$ cat config.mk
export PLATFORM = sky130hd
export DESIGN_NAME = vec_cordic_ctrl
export DESIGN_NICKNAME = d
export VERILOG_FILES = /design/src/rtl/vec_cordic_ctrl.sv
export SDC_FILE = /design/constraint.sdc
export NUM_CORES = 1
export LEC_CHECK = 0
export CAP_MARGIN = 20
export CORE_MARGIN = 5
export CORE_UTILIZATION = 35
export DETAILED_ROUTE_END_ITERATION = 8
export PLACE_DENSITY = 0.76
export SLEW_MARGIN = 20
export SYNTH_ARGS = -nofsm -noshare
export SYNTH_HDL_FRONTEND = slang
export SYNTH_SLANG_ARGS = --single-unit
$ cat constraint.sdc
create_clock -name clk -period 1.3 [get_ports clk]
set_input_delay 0.325 -clock clk [delete_from_list [all_inputs] [get_ports clk]]
set_output_delay 0.325 -clock clk [all_outputs]
set_load 0.01 [all_outputs]
$ cat src/rtl/vec_cordic_ctrl.sv
// Sequencer and result buffer for the iterative vectoring CORDIC datapath.
// Ports:
//   clk, rst_n           clock, synchronous active-low reset
//   in_valid/in_ready    sample handshake (x_smp, y_smp, z_smp)
//   out_valid/out_ready  result handshake (x_res, y_res)
//   flush                synchronous abort back to IDLE
//   busy                 high while loading or iterating
//   dp_x_in/y_in/z_in    held sample driven to the datapath
//   dp_ce, dp_mux_sel    datapath register enable / 0 = load, 1 = iterate
//   dp_shift_bit         current iteration index
//   dp_sign_in           rotation direction, passed through from dp_sign_fb
//   dp_x_out, dp_y_out   datapath combinational results
module vec_cordic_ctrl #(
    parameter int WIDTH_IN    = 16,
    parameter int WIDTH_OUT   = 18,
    parameter int COUNT_WIDTH = 4,
    parameter int N_ITER      = 12
) (
    input  logic                        clk,
    input  logic                        rst_n,
    input  logic                        in_valid,
    output logic                        in_ready,
    input  logic signed [WIDTH_IN-1:0]  x_smp,
    input  logic signed [WIDTH_IN-1:0]  y_smp,
    input  logic signed [WIDTH_IN-1:0]  z_smp,
    output logic                        out_valid,
    input  logic                        out_ready,
    output logic signed [WIDTH_OUT-1:0] x_res,
    output logic signed [WIDTH_OUT-1:0] y_res,
    input  logic                        flush,
    output logic                        busy,
    output logic signed [WIDTH_IN-1:0]  dp_x_in,
    output logic signed [WIDTH_IN-1:0]  dp_y_in,
    output logic signed [WIDTH_IN-1:0]  dp_z_in,
    output logic                        dp_ce,
    output logic                        dp_mux_sel,
    output logic [COUNT_WIDTH-1:0]      dp_shift_bit,
    output logic                        dp_sign_in,
    input  logic                        dp_sign_fb,
    input  logic signed [WIDTH_OUT-1:0] dp_x_out,
    input  logic signed [WIDTH_OUT-1:0] dp_y_out
);

    localparam logic [1:0] S_IDLE = 2'd0;
    localparam logic [1:0] S_LOAD = 2'd1;
    localparam logic [1:0] S_ITER = 2'd2;
    localparam logic [1:0] S_DONE = 2'd3;

    localparam logic [COUNT_WIDTH-1:0] K_LAST = COUNT_WIDTH'(N_ITER - 1);
    localparam logic [COUNT_WIDTH-1:0] K_ONE  = COUNT_WIDTH'(1);

    logic [1:0]                 state;
    logic [COUNT_WIDTH-1:0]     k;
    logic signed [WIDTH_IN-1:0] x_hold;
    logic signed [WIDTH_IN-1:0] y_hold;
    logic signed [WIDTH_IN-1:0] z_hold;

    always_ff @(posedge clk) begin
        if (!rst_n) begin
            state  <= S_IDLE;
            k      <= '0;
            x_hold <= '0;
            y_hold <= '0;
            z_hold <= '0;
            x_res  <= '0;
            y_res  <= '0;
        end else if (flush) begin
            // Abort wins over any handshake in the same cycle.
            state <= S_IDLE;
            k     <= '0;
        end else begin
            case (state)
                S_IDLE: begin
                    if (in_valid) begin
                        x_hold <= x_smp;
                        y_hold <= y_smp;
                        z_hold <= z_smp;
                        state  <= S_LOAD;
                    end
                end
                S_LOAD: begin
                    k     <= '0;
                    state <= S_ITER;
                end
                S_ITER: begin
                    // dp_*_out already reflect the final micro-rotation.
                    if (k == K_LAST) begin
                        x_res <= dp_x_out;
                        y_res <= dp_y_out;
                        k     <= '0;
                        state <= S_DONE;
                    end else begin
                        k <= k + K_ONE;
                    end
                end
                default: begin
                    if (out_ready) begin
                        state <= S_IDLE;
                    end
                end
            endcase
        end
    end

    assign in_ready     = (state == S_IDLE);
    assign out_valid    = (state == S_DONE);
    assign busy         = (state == S_LOAD) | (state == S_ITER);
    assign dp_ce        = busy;
    assign dp_mux_sel   = (state == S_ITER);
    assign dp_shift_bit = dp_mux_sel ? k : '0;
    assign dp_sign_in   = dp_mux_sel & dp_sign_fb;
    assign dp_x_in      = x_hold;
    assign dp_y_in      = y_hold;
    assign dp_z_in      = z_hold;

endmodule
# Word level (Yosys, flattened, before mapping)
# Index checks and enable logic that the tools add are counted.
totals:
  out_inout_bits: 94
  elab_cells: 32
  regBits: 90
  input_bits: 90
classes:
  n_addsub: 1
  n_mux: 7
  n_bitwise: 4
  n_reduce_logical: 7
  eq_ne: 6
op_table:
  columns: ["op", "count"]
  rows:
  - ["$reduce_and A3 Y1", 3]
  - ["$mux W4", 2]
  - ["$pmux W4 S2", 1]
  - ["$mux W2", 3]
  - ["$pmux W2 S3", 1]
  - ["$add A4 B1 Y4 const B", 1]
  - ["$eq A2 B2 Y1 const B", 2]
  - ["$eq A4 B4 Y1 const B", 1]
  - ["$reduce_bool A4 Y1", 1]
  - ["$eq A2 B1 Y1 const B", 1]
  - ["$logic_not A2 Y1", 1]
  - ["$ne A2 B1 Y1 const B", 1]
  - ["$ne A2 B2 Y1 const B", 1]
  - ["$not A1 Y1", 2]
  - ["$reduce_bool A2 Y1", 1]
  - ["$reduce_or A2 Y1", 1]
  - ["$and A1 B1 Y1", 1]
  - ["$or A1 B1 Y1", 1]

# Depth between registers and ports, before layout
logic_depth:
  ltp_word: 3
  ltp_mapped: 7
  mapped_depth_nobuf: 5

# Least setup slack after synthesis
# Ideal clock, no wire load.
synth_path:
  kind: "register to register"
  start: "reg state[0]"
  end: "reg x_res[10]"
  setup_slack_ps: -166
  stages_incl_launch_ff: 7
  t_required_ps: 1168
  n_path_buf: 1
  t_arrival_ps: 1333
  path_cell_list: "dfxtp_1 -> inv_1 -> ha_1 -> nand4b_1 -> clkbuf_1 -> o21ai_0 -> a21oi_1"
synth_between:
  elab_chain_len: 2
synth_rtl:
  columns: ["element", "line_no", "rtl"]
  rows:
  - ["start, declared", "52", "logic [1:0] state;"]
  - ["start signal, assigned", "60", "state <= S_IDLE;"]
  - ["start signal, assigned", "69", "state <= S_IDLE;"]
  - ["start signal, assigned", "78", "state <= S_LOAD;"]
  - ["$eq A2 B2 Y1", null, null]
  - ["named net dp_mux_sel", "36", "output logic dp_mux_sel,"]
  - ["$reduce_and A3 Y1 (no line)", null, null]
  - ["end signal, assigned", "88", "x_res <= dp_x_out;"]
  - ["end, declared", "28", "output logic signed [WIDTH_OUT-1:0] x_res,"]
# The timed path passes the listed nets, and every way through them passes these cells.
# A chain may end at the register's enable or synchronous reset.

# Final worst setup path
layout_path:
  start: "reg state[0]"
  end: "reg x_res[0]"
layout_between:
  elab_chain_len: 2
layout_rtl:
  columns: ["element", "line_no", "rtl"]
  rows:
  - ["$eq A2 B2 Y1", "72", "case (state)"]
  - ["$reduce_and A3 Y1 (no line)", null, null]
# No other way between the ends.

==> impl_metrics.toml <==
[setup_path]
endpoint_kind = "flop"
required_ns = 1.58
start_kind = "flop"
worstRegToRegCells = 7
worstPathCellList = "inv_4, ha_4, buf_6, and4b_4, clkbuf_16, nand3_1, a21oi_1"
cp_max_fo = 8
crit_cells = 7
cp_top_family = "simple AND/OR/NAND/NOR gates"
slowest_delay_ns = 0.36
critPathKind = "reg2reg"
crit_buf_inv = 3
worstReg2RegEnd = "x_res[0]"
cp.arrival_ns = 1.86
reg2reg_slack_ns = -0.28
critPathCapture = "x_res[0]"
slowest_stage = "and4b_4"
startpoint = "state[0]"
worstReg2RegStart = "state[0]"

[final_layout]
syn_to_final_growth_pct = 100.9
nets = 734
antenna_cells = 0
multi_input_area_um2 = 2401
drive_above_1_share = 0.5860
seq_area_um2 = 1847
nFillCells = 677

[synthesis]
yosysMostFrequentCell = "nand2_1"
synth_ff_type = "dfxtp_1"
synth_nets = 517
yosysTopAreaCell = "dfxtp_1"
synth_common_cells = "102 x nand2_1, 90 x dfxtp_1, 88 x a21oi_1"
synth_top_area_share = 0.5176
synthCells = 423
synth.distinct_cells = 29
yosysSeqAreaShare = 0.5176
synthArstFlopShare = 0
synth_area_um2 = 3481
synth_area_leaders = "dfxtp_1 52%, a21oi_1 13%, nand2_1 11%"
synth_seq_cells = 90
synth_edf_count = 0
avgSynthCellArea_um2 = 8.229
ys_warn_count = 0

[global_routing]
grt_first_pass_wirelength_um = 20230
grt_overflow_total = 0
grt_max_degree = 44
grt_pass1_vias = 4052
antenna_found_initial = 0
grt_usage = 0.2171

[clock_network]
cts.sinks = 90
clock_latency_ns = 0.35
cts_made_buffers = 9
cts_max_level = 3
clk_pin_slew_worst_paths_ns = 0.09
root_buffer = "clkbuf_8"
tritoncts = "done"
clockBufferDepth = 2
cts_hold_buf = 0

[pwr]
static-leakage-power_nw = 2.888
power_density_nw_per_um2 = 877.4
ir_drop_uv = 555.0
finalPower_mw = 6.137

[placement]
port_buffers = 183
dp_hpwl_um = 8008
post-place-ws_ns = -0.4400
gp_congestion = 0.7590

[drt]
firstDrtPassIters = 4
vias = 4024
drcViolationCount = 0
ant_nets = 0
wl_per_cell_um = 19.55
first_iter_violations = 206
wl_um = 15210
viasPerCell = 5.172

[die]
start_util = 0.3578
rows = 36
die_w_um = 109.7
core_area_um2 = 9729
die_area_um2 = 12040
dieHeight_um = 109.7
io_pins = 184

[sta]
setup_violations = 98
min_period_ns = 1.579
fmax_mhz = 633.4
slew_headroom = 0.7930
slew_viol_final = 0
finalCritPeriodShare = 1.214
worstMarginPinSlew_ns = 0.3105
worst_slack_ns = -0.2788
rsz0062_at_grt = "yes"
tns_ns = -19.85
fin_skew_ns = 0.006430
hold_viol_final = 0

[run_status]
violations = "setup timing"
status = "finished, violations left"

[flow_run]
cap_violations = 0

[worst_hold_path]
hp-class = "reg2reg"
min_from = "y_res[1]"
-- routing by layer --
metal / global-route usage / wire length [um] / part of all wire
met1: 0.2244 / 5623 / 0.37
met3: 0.06459 / 1044 / 0.069
met5: 0 / 0 / 0
met2: 0.4102 / 8154 / 0.54
met4: 0.07925 / 389 / 0.026
-- worst register-to-register path, delay by kind of cell (launching register included) --
kind,cells,cell delay [ns]
adder cells (fa/ha/maj),1,0.18
buffers and inverters,3,0.40
AND/OR/NAND/NOR,2,0.44
flip-flops,1,0.34
AO/OA/AOI/OAI,1,0.15
-- power by group --
group          internal [mW]  switching (mW)  total, mW
clock                  0.847           0.990       1.84
sequential              2.84          0.0835       2.93
combinational          0.726           0.647       1.37
total                   4.42            1.72       6.14
-- per-stage QoR --
stage | instance area [um2] | utilization | std cells | hold slack (ns)
after floorplan | 3512 | - | 423 | 0.4508
after global placement | 5623 | 0.5779 | 734 | 0.4405
after detailed placement | 5623 | 0.5779 | 734 | 0.4463
after CTS | 6589 | 0.6772 | 772 | 0.4548
after global routing | 6994 | 0.7189 | 778 | 0.4785
final | 6994 | 0.7189 | 778 | 0.4660
-- cells by family (layout without fill, tap and decap cells) --
| group | count (synthesis) | after routing | share of synthesized area |
|---|---|---|---|
| buffers and inverters | 41 | 263 | 0.06650 |
| flip-flops | 90 | 90 | 0.5176 |
| multiplexers | 2 | 2 | 0.005751 |
| AO/OA/AOI/OAI | 126 | 126 | 0.1840 |
| adder cells (fa/ha/maj) | 4 | 4 | 0.01438 |
| AND/OR/NAND/NOR | 159 | 159 | 0.2092 |
| XOR/XNOR | 1 | 1 | 0.002517 |
-- repair_timing --
action,in CTS,in global routing
endpoints found under the setup margin,182,173
cloned,9,6
setup buffers,13,5
pin swaps,55,96
resized for setup,353,289
-- layout make-up --
cell class | instances | share of cell area
tap | 133 | 0.02379
clock inverter | 4 | 0.003578
clock buffer | 12 | 0.02361
timing repair buffer | 241 | 0.3374
sequential | 90 | 0.2640
inverter | 6 | 0.004293
multi-input combinational | 292 | 0.3433
-- cells in the final DEF (no fill, tap or decap), types with 2 or more instances in the layout --
cell and n:
o21ai_2 4, clkbuf_16 5, buf_16 6, nand2_4 74, clkdlybuf4s15_2 8, a21oi_2 59, o21ai_0 9, buf_4 16
clkbuf_2 63, a21oi_1 29, mux2i_1 2, clkbuf_8 12, dfxtp_1 56, o21ai_1 24, nand3_2 9, ha_4 3
nand4b_1 2, buf_6 23, and2_1 4, clkinv_2 2, buf_2 10, inv_4 3, nand2_1 7, nand3_1 28
clkdlybuf4s50_1 88, clkdlybuf4s15_1 7, dfxtp_2 33, nand2_2 21, clkinvlp_4 2, buf_12 13, nor2b_1 2
-- sequential cells by signal, summed over array words and instances (netlist names) --
name	flops
state	2
dp_z_in	16
y_res	18
k	4
x_res	18
dp_y_in	16
dp_x_in	16
-- worst min-delay path by stage --
| stage | cells after the start | to |
|---|---|---|
| after floorplan | 2 | state[0] |
| after global placement | 2 | dp_x_in[15] |
| after detailed placement | 2 | dp_x_in[15] |
| after CTS | 2 | dp_x_in[15] |
| after global routing | 2 | dp_z_in[7] |
| final | 2 | y_res[1] |
(Power assumes the default switching activity.)
